File: src/rtl/router_rx_pkg.sv
`default_nettype none
// ============================================================================
// Module   : router_rx_pkg
// Brief    : Shared types for the router output-port receiver.
// Revision : 1.0
// ============================================================================
package router_rx_pkg;

    typedef enum logic [0:0] {
        IDLE = 1'b0,
        RECV = 1'b1
    } rx_state_e;

    typedef struct packed {
        logic [7:0] data;
        logic       sop;
        logic       eop;
        logic       err;
    } fifo_entry_t;

endpackage
`default_nettype wire

File: src/rtl/router_rx_fifo.sv
`default_nettype none
// ============================================================================
// Module   : router_rx_fifo
// Brief    : First-word fall-through FIFO; a write when full succeeds if a read
//            frees the slot in the same cycle.
// Revision : 1.0
// ============================================================================
module router_rx_fifo #(
    parameter int  DEPTH = 4,
    parameter type T     = router_rx_pkg::fifo_entry_t
) (
    input  logic clock,
    input  logic reset,
    input  logic wr_en,
    input  T     wr_data,
    input  logic rd_en,
    output T     rd_data,
    output logic empty,
    output logic full
);

    localparam int c_AW = (DEPTH > 1) ? $clog2(DEPTH) : 1;
    localparam int c_CW = c_AW + 1;

    T                r_mem [DEPTH];
    logic [c_AW-1:0] r_wr_ptr;
    logic [c_AW-1:0] r_rd_ptr;
    logic [c_CW-1:0] r_count;
    logic            w_wr;
    logic            w_rd;

    assign empty   = (r_count == '0);
    assign full    = (r_count == c_CW'(DEPTH));
    assign w_rd    = rd_en & ~empty;
    assign w_wr    = wr_en & (~full | w_rd);
    assign rd_data = r_mem[r_rd_ptr];

    always_ff @(posedge clock) begin
        if (w_wr) begin
            r_mem[r_wr_ptr] <= wr_data;
        end
    end

    always_ff @(posedge clock) begin
        if (reset) begin
            r_wr_ptr <= '0;
            r_rd_ptr <= '0;
            r_count  <= '0;
        end else begin
            if (w_wr) begin
                r_wr_ptr <= r_wr_ptr + c_AW'(1);
            end
            if (w_rd) begin
                r_rd_ptr <= r_rd_ptr + c_AW'(1);
            end
            case ({w_wr, w_rd})
                2'b10:   r_count <= r_count + c_CW'(1);
                2'b01:   r_count <= r_count - c_CW'(1);
                default: r_count <= r_count;
            endcase
        end
    end

endmodule
`default_nettype wire

File: src/rtl/router_out_rx.sv
`default_nettype none
// ============================================================================
// Module   : router_out_rx
// Brief    : Deserialises one router output port (LSB first) into framed bytes.
// Revision : 1.0
// ============================================================================
module router_out_rx
    import router_rx_pkg::*;
#(
    parameter int FIFO_DEPTH = 4
) (
    input  logic        clock,
    input  logic        reset,
    input  logic        dout,
    input  logic        valido_n,
    input  logic        frameo_n,
    output logic [7:0]  byte_data,
    output logic        byte_sop,
    output logic        byte_eop,
    output logic        byte_err,
    output logic        byte_valid,
    input  logic        byte_ready,
    output logic        busy,
    output logic [15:0] pkt_count,
    output logic [7:0]  drop_count,
    output logic        overflow
);

    rx_state_e   r_state, w_state_nxt;
    logic [2:0]  r_bit_cnt, w_bit_cnt_nxt;
    logic [7:0]  r_shift, w_shift_nxt;
    logic [7:0]  w_byte;
    logic        r_first, w_first_nxt;
    logic        r_armed;
    logic        r_wr_valid, w_wr_valid_nxt;
    fifo_entry_t r_wr_entry, w_wr_entry_nxt;
    fifo_entry_t w_head;
    logic        w_full, w_empty, w_rd, w_accept, w_drop;
    logic [15:0] r_pkt_count;
    logic [7:0]  r_drop_count;
    logic        r_overflow;

    assign w_byte = r_shift | (8'(dout) << r_bit_cnt);

    always_ff @(posedge clock) begin
        if (reset) begin
            r_state    <= IDLE;
            r_bit_cnt  <= '0;
            r_shift    <= '0;
            r_first    <= 1'b0;
            r_wr_valid <= 1'b0;
            r_wr_entry <= '0;
        end else begin
            r_state    <= w_state_nxt;
            r_bit_cnt  <= w_bit_cnt_nxt;
            r_shift    <= w_shift_nxt;
            r_first    <= w_first_nxt;
            r_wr_valid <= w_wr_valid_nxt;
            r_wr_entry <= w_wr_entry_nxt;
        end
    end

    // A frame already in flight when reset drops is ignored until the line idles.
    always_ff @(posedge clock) begin
        if (reset) begin
            r_armed <= 1'b0;
        end else if (frameo_n) begin
            r_armed <= 1'b1;
        end
    end

    always_comb begin
        w_state_nxt    = r_state;
        w_bit_cnt_nxt  = r_bit_cnt;
        w_shift_nxt    = r_shift;
        w_first_nxt    = r_first;
        w_wr_valid_nxt = 1'b0;
        w_wr_entry_nxt = '0;
        case (r_state)
            IDLE: begin
                if (!frameo_n && r_armed) begin
                    w_state_nxt   = RECV;
                    w_first_nxt   = 1'b1;
                    w_bit_cnt_nxt = valido_n ? 3'd0 : 3'd1;
                    w_shift_nxt   = valido_n ? 8'h00 : w_byte;
                end
            end
            RECV: begin
                if (!valido_n) begin
                    if (frameo_n || (r_bit_cnt == 3'd7)) begin
                        w_wr_valid_nxt      = 1'b1;
                        w_wr_entry_nxt.data = w_byte;
                        w_wr_entry_nxt.sop  = r_first;
                        w_wr_entry_nxt.eop  = frameo_n;
                        w_wr_entry_nxt.err  = frameo_n && (r_bit_cnt != 3'd7);
                        w_first_nxt         = 1'b0;
                        w_bit_cnt_nxt       = 3'd0;
                        w_shift_nxt         = 8'h00;
                        if (frameo_n) begin
                            w_state_nxt = IDLE;
                        end
                    end else begin
                        w_shift_nxt   = w_byte;
                        w_bit_cnt_nxt = r_bit_cnt + 3'd1;
                    end
                end else if (frameo_n) begin
                    // Abort: flush whatever is held (zero when no bits arrived).
                    w_wr_valid_nxt      = 1'b1;
                    w_wr_entry_nxt.data = r_shift;
                    w_wr_entry_nxt.sop  = r_first;
                    w_wr_entry_nxt.eop  = 1'b1;
                    w_wr_entry_nxt.err  = 1'b1;
                    w_first_nxt         = 1'b0;
                    w_bit_cnt_nxt       = 3'd0;
                    w_shift_nxt         = 8'h00;
                    w_state_nxt         = IDLE;
                end
            end
            default: w_state_nxt = IDLE;
        endcase
    end

    router_rx_fifo #(
        .DEPTH (FIFO_DEPTH),
        .T     (fifo_entry_t)
    ) u_fifo (
        .clock   (clock),
        .reset   (reset),
        .wr_en   (r_wr_valid),
        .wr_data (r_wr_entry),
        .rd_en   (w_rd),
        .rd_data (w_head),
        .empty   (w_empty),
        .full    (w_full)
    );

    assign w_rd     = ~w_empty & byte_ready;
    assign w_accept = r_wr_valid & (~w_full | w_rd);
    assign w_drop   = r_wr_valid & w_full & ~w_rd;

    always_ff @(posedge clock) begin
        if (reset) begin
            r_pkt_count  <= '0;
            r_drop_count <= '0;
            r_overflow   <= 1'b0;
        end else begin
            if (w_accept && r_wr_entry.eop) begin
                r_pkt_count <= r_pkt_count + 16'd1;
            end
            if (w_drop) begin
                r_overflow <= 1'b1;
                if (r_drop_count != 8'hFF) begin
                    r_drop_count <= r_drop_count + 8'd1;
                end
            end
        end
    end

    assign byte_data  = w_head.data;
    assign byte_sop   = w_head.sop;
    assign byte_eop   = w_head.eop;
    assign byte_err   = w_head.err;
    assign byte_valid = ~w_empty;
    assign busy       = (r_state != IDLE);
    assign pkt_count  = r_pkt_count;
    assign drop_count = r_drop_count;
    assign overflow   = r_overflow;

endmodule
`default_nettype wire
File: config.mk
export PLATFORM = sky130hd
export DESIGN_NAME = router_out_rx
export DESIGN_NICKNAME = d
export VERILOG_FILES = /design/src/rtl/router_rx_pkg.sv /design/src/rtl/router_rx_fifo.sv /design/src/rtl/router_out_rx.sv
export SDC_FILE = /design/constraint.sdc
export NUM_CORES = 1
export LEC_CHECK = 0
export ABC_AREA = 1
export CAP_MARGIN = 5
export CELL_PAD_IN_SITES_DETAIL_PLACEMENT = 0
export CELL_PAD_IN_SITES_GLOBAL_PLACEMENT = 1
export CORE_MARGIN = 1
export CORE_UTILIZATION = 47
export DETAILED_ROUTE_END_ITERATION = 8
export PLACE_DENSITY_LB_ADDON = 0.1
export SYNTH_ARGS = -nofsm -noshare
export SYNTH_HDL_FRONTEND = slang
export SYNTH_SLANG_ARGS = --single-unit
File: constraint.sdc
create_clock -name clock -period 2.4 [get_ports clock]
set_input_delay 0.36 -clock clock [delete_from_list [all_inputs] [get_ports clock]]
set_output_delay 0.36 -clock clock [all_outputs]
set_load 0.01 [all_outputs]
======== After elaboration in Yosys (flattened, before gate mapping) ========
Memory sizes are Yosys's and may differ from the RTL's. A register that Yosys moved wholly into a read port is not among the register bits.
Cells that the tools add are included.
operators by class
  multiplexer cells ....................... 33
  shift operators ......................... 1
  eq/ne operators ......................... 9
  add/subtract/negate cells ............... 7
  bitwise gates (word level) .............. 13
  reductions and logical operators ........ 11
operators with widths
  operator                 count
  $mux W8                  5
  $mux W11                 3
  $add A16 B1 Y16 const B  1
  $pmux W8 S2              1
  $mux W1                  14
  $mux W3                  4
  $pmux W3 S2              2
  $add A8 B1 Y8 const B    1
  $ne A8 B8 Y1 const B     1
  $or A8 B8 Y8             1
  $shl A1 B3 Y8            1
  $add A3 B1 Y3 const B    2
  $and A1 B1 Y1            6
  $eq A3 B3 Y1 const B     2
  $ne A3 B3 Y1 const B     2
  $add A2 B1 Y2 const B    2
  $mux W2                  2
  $not A1 Y1               4
  $pmux W1 S2              2
  $reduce_and A2 Y1        2
  $logic_and A1 B1 Y1      3
  $logic_not A3 Y1         1
  $ne A3 B2 Y1 const B     1
  $reduce_and A3 Y1        1
  9 further kinds          10
storage, ports and cells
  bits of input ports ..................... 6
  flip-flop bits (word level) ............. 58
  bits in writable memories ............... 44
  word-level logic and storage cells ...... 91
  memories ................................ 1
memories
  memory        depth  bits a word  rd ports  clocked after Yosys merged registers in  wr ports  RTL line              source
  u_fifo.r_mem  4      11           1         1                                        1         router_rx_fifo.sv:25  T r_mem [DEPTH];

======== Depth between registers and ports, before layout ========
Gate-level depths: netlist (run 1).
  depth after elaboration ................. 8
  depth in mapped cells ................... 11

======== Modules after synthesis ========
From an unflattened synthesis (run 1), not the netlist that was laid out.
second synthesis, totals
  cell total of the unflattened synthesis .. 489
  area, all modules ....................... 4444.3 um2
by module, submodules not included
  module          area each (um2)  instances  cells each  seq. area each (um2)
  router_out_rx   2336.0           1          318         1021.0
  router_rx_fifo  2108.3           1          171         1501.4

======== Worst setup path before layout (run 1) ========
OpenSTA, ideal clock, no wires.
  path type ............................... register to register
  start point ............................. reg u_fifo.r_count[0]
  end point ............................... reg u_fifo.r_count[1]
  setup slack ............................. 809 ps
  stages on the path, launching flop included .. 10
  arrival ................................. 1473 ps
  library setup time ...................... 118 ps
  clock period less this slack ............ 1591 ps
  buffers on the path ..................... 0
  path through ............................ dfxtp_1 -> nor2_4 -> nand2_2 -> nand2_2 -> nor2_2 -> inv_1 -> fa_1 -> inv_1 -> o21ai_0 -> nor2_1
between the ends
  longest elaborated chain between the ends .. 8
RTL lines
  what                                               RTL line              source
  start: declaration                                 router_rx_fifo.sv:28  logic [c_CW-1:0] r_count;
  start signal: assignment                           router_rx_fifo.sv:57  2'b10: r_count <= r_count + c_CW'(1);
  start signal: assignment                           router_rx_fifo.sv:58  2'b01: r_count <= r_count - c_CW'(1);
  start signal: assignment                           router_rx_fifo.sv:59  default: r_count <= r_count;
  $logic_not A3 Y1 *                                 router_rx_fifo.sv:32  assign empty = (r_count == '0);
  $not A1 Y1 *                                       n/a
  net byte_valid                                     router_out_rx.sv:21   output logic byte_valid,
  $and A1 B1 Y1                                      router_out_rx.sv:137  assign w_rd = ~w_empty & byte_ready;
  $and A1 B1 Y1 *                                    router_rx_fifo.sv:34  assign w_rd = rd_en & ~empty;
  $or A1 B1 Y1                                       router_rx_fifo.sv:35  assign w_wr = wr_en & (~full | w_rd);
  $and A1 B1 Y1                                      router_rx_fifo.sv:35
  $eq A2 B1 Y1 or $eq A2 B2 Y1 (tied branches)       router_rx_fifo.sv:56  case ({w_wr, w_rd})
  $pmux W3 S2 or $reduce_bool A2 Y1 (tied branches)  n/a
The timed path passes the listed nets; every way through them passes the cells marked *.
A chain may end at the register's enable or synchronous reset.

==> impl_metrics.env, run 1 <==
export IMPL_yosysWarnings=0
export IMPL_preCtsSetupSlack_ns=0.380
export IMPL_rrSetupSlack_ns=0.65
export IMPL_wl_mm=8.87
export IMPL_grt_overflow=0
export IMPL_crit_family="buffers and inverters"
export IMPL_antenna_found_initial=0
export IMPL_ff2ff_path_depth=5
export IMPL_finalSetupTns_ns=0
export IMPL_first_pass_iters=6
export IMPL_ant_nets=0
export IMPL_status="finished clean"
export IMPL_whs_path_depth=2
export IMPL_crit_arrival_ns=1.89
export IMPL_clk_latency_ns=0.36
export IMPL_finalCritPeriodShare=0.939
export IMPL_core_sq_um=9200
export IMPL_synth_cells=486
export IMPL_synthAdderAreaFrac=0.0270
export IMPL_hold_class="flop to flop"
export IMPL_cp_required_ns=2.04
export IMPL_whs_ns=0.467
export IMPL_synthXorXnorAreaFrac=0.0158
export IMPL_crit_buf_inv=2
export IMPL_track_usage=0.194
export IMPL_timing_worst_slew_pin_value_ns=0.363
export IMPL_fp_dieW_um=99.2
export IMPL_numCtsBuffers=9
export IMPL_tritoncts="done"
export IMPL_final_layout_size_suffix_gt1_frac=0.107
export IMPL_maxSlewViolCount=0
export IMPL_synth_enable_flop_cells=44
export IMPL_synth_top_family_by_area="simple AND/OR/NAND/NOR gates"
export IMPL_grt_busiest_layer="met2"
export IMPL_via_per_inst=5.10
export IMPL_wl_per_cell_um=13.6
export IMPL_io_pins=44
export IMPL_synth_area_sq_um=4440
export IMPL_synthFlopType="dfxtp_1"
export IMPL_die_area_sq_um=9840
export IMPL_dp_hpwl_mm=6.09
export IMPL_rsz0062_at_grt="no"
export IMPL_htree_levels=3
export IMPL_whs_endpoint="r_shift[3]"
export IMPL_synth_seq_cells=104
export IMPL_syn_to_final_growth_pct=17.5
export IMPL_fmax_ghz=0.444
export IMPL_synth_top_area_share=0.298
export IMPL_synth_avg_cell_area_sq_um=9.14
export IMPL_synthMuxAreaShare=0
export IMPL_fin_nets=550
export IMPL_synth_compound_area_frac=0.122
export IMPL_rows=35
export IMPL_worstHoldStart="r_shift[3]"
export IMPL_num_vias=3319
export IMPL_setup_viol=0
export IMPL_vdd_drop_max_v=0.000289
export IMPL_synth_area_leader_cell="edfxtp_1"
export IMPL_crit_slowest_cell="clkdlybuf4s50_1"
export IMPL_yosysMostFrequentCell="nand2_1"
export IMPL_synthTopCellsByArea="edfxtp_1 (30%), dfxtp_1 (27%), nand2_1 (7.0%), nor2_1 (6.3%), o21ai_0 (4.4%)"
export IMPL_cts_buffer_depth=2
export IMPL_grtUsageMet3=0.0267
export IMPL_fin_cells=651
export IMPL_placed_cells=635
export IMPL_clock_sinks=104
export IMPL_fin_util=0.567
export IMPL_path_clk_slew_ns=0.10
export IMPL_grt_max_degree=23
export IMPL_r2r_start="r_bit_cnt[1]"
export IMPL_initial_utilization=0.483
export IMPL_place_congestion=0.819
export IMPL_cp_max_fo=22
export IMPL_fp_dieH_um=99.2
export IMPL_first_global_vias=3176
export IMPL_synth_simple_area_share=0.214
export IMPL_powerDensity_nw_per_um2=700
export IMPL_synth_fp_nets=501
export IMPL_drc_errors=0
export IMPL_cts_hold_buf=0
export IMPL_startpoint_type="flop"
export IMPL_synth_common_cells="nand2_1 (83), nor2_1 (74), dfxtp_1 (60)"
export IMPL_endpoint_kind="primary output"
export IMPL_portBuffers=43
export IMPL_finClkSkew_ns=0.0139
export IMPL_grt_pass1_wl_mm=15.1
export IMPL_drtIter0Drc=112
export IMPL_path_class="flop to primary output"
export IMPL_cp_cell_sequence="buf_4 > o21ai_0 > o22ai_1 > clkdlybuf4s50_1"
export IMPL_cp_slowest_stage_delay_ns=0.58
export IMPL_synthArstFlopShare=0
export IMPL_yosys_cell_types_count=39
export IMPL_p_leak_nw=1.85
export IMPL_timing_max_cap_violations=0
export IMPL_hold_viol=0
export IMPL_ys_seq_area_frac=0.568
export IMPL_met2_usage=0.309
export IMPL_r2r_end="r_wr_entry[6]"
export IMPL_fin_ws_ns=0.146
export IMPL_met1_usage=0.272
export IMPL_root_buffer="clkbuf_8"
export IMPL_period_minus_slack_ns=2.25
export IMPL_diodes=0
export IMPL_max_slew_margin_rel=0.758
routing by layer:
| layer | part of all wire | vias up |
|---|---|---|
| met5 | 0 | - |
| met4 | 0.011 | 0 |
| met3 | 0.029 | 8 |
| met2 | 0.45 | 51 |
| met1 | 0.51 | 1537 |
| li1 | - | 1723 |
cells in the final DEF (no fill, tap or decap), types with 4 or more instances in the layout:
master / synthesis / final
a21oi_1: 35 / 35
buf_4: 1 / 7
clkbuf_8: 0 / 10
clkdlybuf4s50_1: 0 / 43
dfxtp_1: 60 / 59
edfxtp_1: 44 / 44
ha_1: 8 / 8
inv_1: 40 / 38
inv_2: 4 / 6
nand2_1: 83 / 83
nand2_2: 7 / 7
nand3_1: 17 / 17
nand4_1: 9 / 9
nor2_1: 74 / 74
nor2_2: 5 / 5
nor2_4: 5 / 5
nor3_1: 5 / 5
o21ai_0: 39 / 39
o22ai_1: 12 / 12
xnor2_1: 4 / 4
xor2_1: 4 / 4
worst register-to-register path, stage by stage, from the launching register on:
cell and delay, ns:
dfxtp_1 0.46, ha_1 0.20, ha_1 0.20, or2_4 0.16
nand4_1 0.29, o32ai_1 0.35
cells by family after synthesis:
| logic type | after synthesis |
|---|---|
| simple gates | 211 |
| xor+xnor | 8 |
| compound gates | 96 |
| buf+inv | 58 |
| fa+ha+maj | 9 |
| flops | 104 |
stage by stage:
stage	total power (W)	instance area, sq um
6_report	0.00365	5220
5_1_grt	0.00383	5220
4_1_cts	0.00370	5220
3_5_place_dp	0.00263	5020
3_3_place_gp	0.00262	5020
2_1_floorplan	0.00234	4440
worst max path at each step:
stage / from / endpoint / cells past startpoint
floorplan: u_fifo.r_count[0] / u_fifo.r_count[1] / 9
CTS: flop / byte_data[7] / 5
detailed placement: flop / byte_data[7] / 4
global route: flop / byte_data[7] / 4
global placement: byte_ready / pkt_count[5] / 8
finish: flop / byte_data[7] / 4
layout make-up:
cell class                      count  area, sq um
Timing Repair Buffer               51          503
Fill cell                         837         3980
Sequential cell                   104         2520
Clock buffer                       10          138
Tap cell                          111          139
Multi-Input combinational cell    324         1680
Inverter                           45          171
Clock inverter                      6         61.3
state kept, by name, indices dropped and copies added, names as in the netlist, named ones only:
register / flops
busy: 1
drop_count: 8
overflow: 1
pkt_count: 16
r_armed: 1
r_bit_cnt: 3
r_first: 1
r_shift: 8
r_wr_entry: 11
r_wr_valid: 1
u_fifo.r_count: 3
u_fifo.r_mem: 44
u_fifo.r_rd_ptr: 2
u_fifo.r_wr_ptr: 2
report_power, final:
group          internal (W)  total, W  switching [W]
Sequential          0.00187   0.00192      0.0000467
Clock              0.000431   0.00107       0.000635
Combinational      0.000305  0.000667       0.000362
Total               0.00261   0.00365        0.00104
what timing repair did:
item,CTS,global route
buffers inserted,0,0
gates resized for setup,1,2
endpoints found under the setup margin,1,1
No activity file was read; power rests on OpenSTA's default activity.
==> run 2, diff against run 1 <==
--- a/config.mk
+++ b/config.mk
@@ -6,6 +6,7 @@
 export NUM_CORES = 1
 export LEC_CHECK = 0
 export ABC_AREA = 1
+export ABC_CLOCK_PERIOD_IN_PS = 2400
 export CAP_MARGIN = 5
 export CELL_PAD_IN_SITES_DETAIL_PLACEMENT = 0
 export CELL_PAD_IN_SITES_GLOBAL_PLACEMENT = 1
==> results of run 2 <==
The final DEF is identical to that of run 1; final timing and power are the same.
==> variant (config.mk and constraints of run 1) <==
Make the reset (`reset`) asynchronous in 4 clocked blocks.
--- a/src/rtl/router_rx_fifo.sv
+++ b/src/rtl/router_rx_fifo.sv
@@ -43,3 +43,3 @@
 
-    always_ff @(posedge clock) begin
+    always_ff @(posedge clock or posedge reset) begin
         if (reset) begin
--- a/src/rtl/router_out_rx.sv
+++ b/src/rtl/router_out_rx.sv
@@ -44,3 +44,3 @@
 
-    always_ff @(posedge clock) begin
+    always_ff @(posedge clock or posedge reset) begin
         if (reset) begin
@@ -63,3 +63,3 @@
     // A frame already in flight when reset drops is ignored until the line idles.
-    always_ff @(posedge clock) begin
+    always_ff @(posedge clock or posedge reset) begin
         if (reset) begin
@@ -140,3 +140,3 @@
 
-    always_ff @(posedge clock) begin
+    always_ff @(posedge clock or posedge reset) begin
         if (reset) begin
Behaviour: differs if reset is asserted again (counterexample within 4 cycles, from zero or initial values and one cycle with reset high); with reset held inactive, the same outputs for 10 cycles.
==> variant against run 1 <==
Setup slack improved by 0.062 ns; wire length fell by 3.6%; final cell count rose by 0.31%; synthesized cell count fell by 4.9%; non-clock buffer count rose by 4; largest cell class unchanged; synthesized area rose by 3.4%; core utilization rose by 1.1 points; design area rose by 3.9%; register-to-register slack got worse by 0.16 ns; worst hold slack got worse by 0.11 ns; sequential cell count fell by 2; clock skew fell by 0.0025 ns; sequential share of layout area rose by 2.8 points.
Power is not compared: it rests on default switching activity, and its combinational part moved more than twofold at a synthesized area within 25%.
==> variant: results (changes against run 1) <==
Synthesis
  • Commonest cells in the netlist: nand2_1, nor2_1, dfrtp_1
  • Register area share after synthesis: 60.4% (+3.6 points)
  • Count of cell types in the netlist: 31 (-21%)
  • Post-synth ARST share: 56.9% (+57 points)
  • Top_reg_cell synth: dfrtp_1
  • Synth area leaders: dfrtp_1, edfxtp_1, nand2_1
  • Syn Nets: 478 (-4.6%)
  • Yosys warns: 0 (unchanged)

Run
  • Maxcap violations: 0 (unchanged)

Layout
  • Antenna Cells: 0 (unchanged)
  • Largest register FFs: 44 (unchanged)
  • Layout cells sized above 1: 10.1% (-0.63 points)
  • # nets final: 535 (-2.7%)

Drt
  • Drt pass-1 iters: 4 (-2)
  • Drt first-iter violations: 111 (-0.89%)
  • WL/cell: 13.1 um (-3.9%)
  • Via count: 3230 (-2.7%)

Outcome
  • Outcome: completed

Global route
  • Initial antenna violation count: 0 (unchanged)
  • First-pass GRT wire length: 14300 um (-5.3%)
  • Vias in the first global route: 2971 (-6.5%)
  • Total Routing Usage GR: 18.4% (-0.95 points)
  • Largest net degree at the start of global routing: 59 (+160%)

Placed design
  • Pre-CTS setup slack: 0.195 ns (-0.186 ns)
  • GPL Wtd Cong: 0.747 (-8.7%)
  • Placed wire-length estimate: 5840 um (-4.1%)
  • Placed Area: 5230 um2 (+4.3%)

Worst hold path
  • Hold/Removal Path Class: input pin to async pin

STA
  • Worst Skew: 0.0114 ns (-0.00250 ns)
  • Worst-Margin Slew: 0.441 ns (+0.0786 ns)

Worst setup path
  • Critical Path AT: 1.83 ns (-0.06 ns)

CTS
  • CTS Buf Count: 9 (unchanged)
  • # H-tree levels: 3 (unchanged)
[variant: cell types whose count changed in the layout (fill, tap and decap cells not counted), sizes merged, moves of 3 or more]
| cell | delta |
|---|---|
| inv | +4 |
| buf | +4 |
| dfrtp | +58 |
| a21oi | -19 |
| nor3 | +5 |
| dfxtp | -60 |
| nor2 | -17 |
| nand2 | +8 |
| xor2 | +10 |
| nand3 | -6 |
| nand4 | -3 |
[variant: logic make-up (layout without fill, tap and decap cells)]
logic type                 after synthesis  in the layout  synth area share [%]
and+or+nand+nor                        199            199                  19.1
DFF                                    102            102                  60.4
AOI/OAI and AO/OA                       75             75                  9.10
buffers and inverters                   60            122                  5.48
xor gates and xnor gates                16             16                  3.05
adders and majority gates               10             10                  2.89
[variant: final cells by class]
class,instances,area (um2)
Clock buffer,9,124
Clock inverter,7,63.8
Fill cell,838,3950
Inverter,51,200
Multi-Input combinational cell,300,1570
Sequential cell,102,2770
Tap cell,129,161
Timing Repair Buffer,55,533
[variant: final timing paths]
path | slack, ns | depth (start not counted) | endpoint | start
max in group asynchronous | 1.77 | 3 | u_fifo.r_rd_ptr[1] | reset
setup reg to reg | 0.49 | 9 | u_fifo.r_count[2] | u_fifo.r_count[0]
setup / recovery | 0.21 | 5 | byte_err | u_fifo.r_rd_ptr[0]
min in group clock | 0.48 | 1 | overflow | overflow
hold reg to reg | 0.48 | 1 | overflow | overflow
hold / removal | 0.36 | 3 | pkt_count[10] | reset
[variant: through the flow]
step | util [%] | cells | hold slack (ns)
after floorplan | - | 462 | 0.423
after detailed placement | 55.8 | 637 | 0.454
after CTS | 57.8 | 653 | 0.363
final | 57.9 | 653 | 0.358
after global routing | 57.9 | 653 | 0.397
after global placement | 55.8 | 637 | 0.452
[variant: metal layers]
layer	part of all wire, %	track usage (%)
met5	0	0
met4	1.5	7.25
met3	2.7	3.19
met2	48	30.3
met1	47	24.6
[variant: power by group]
group          switching, uW  internal [uW]  leakage (uW)  total, uW
clock                    633            399     0.0000899       1030
combinational            969            864       0.00101       1830
sequential               244           2120       0.00114       2370
[variant: timing repair]
item	CTS	global route
setup endpoints to repair	0	1
setup buffers	0	0
gates resized for setup	0	1
[variant: worst max-delay path, stage by stage, from the launching register on]
cell and delay [ns]:
dfrtp_1 0.39, inv_1 0.05, buf_4 0.23, o21ai_0 0.11, o22ai_1 0.14, clkdlybuf4s50_1 0.56
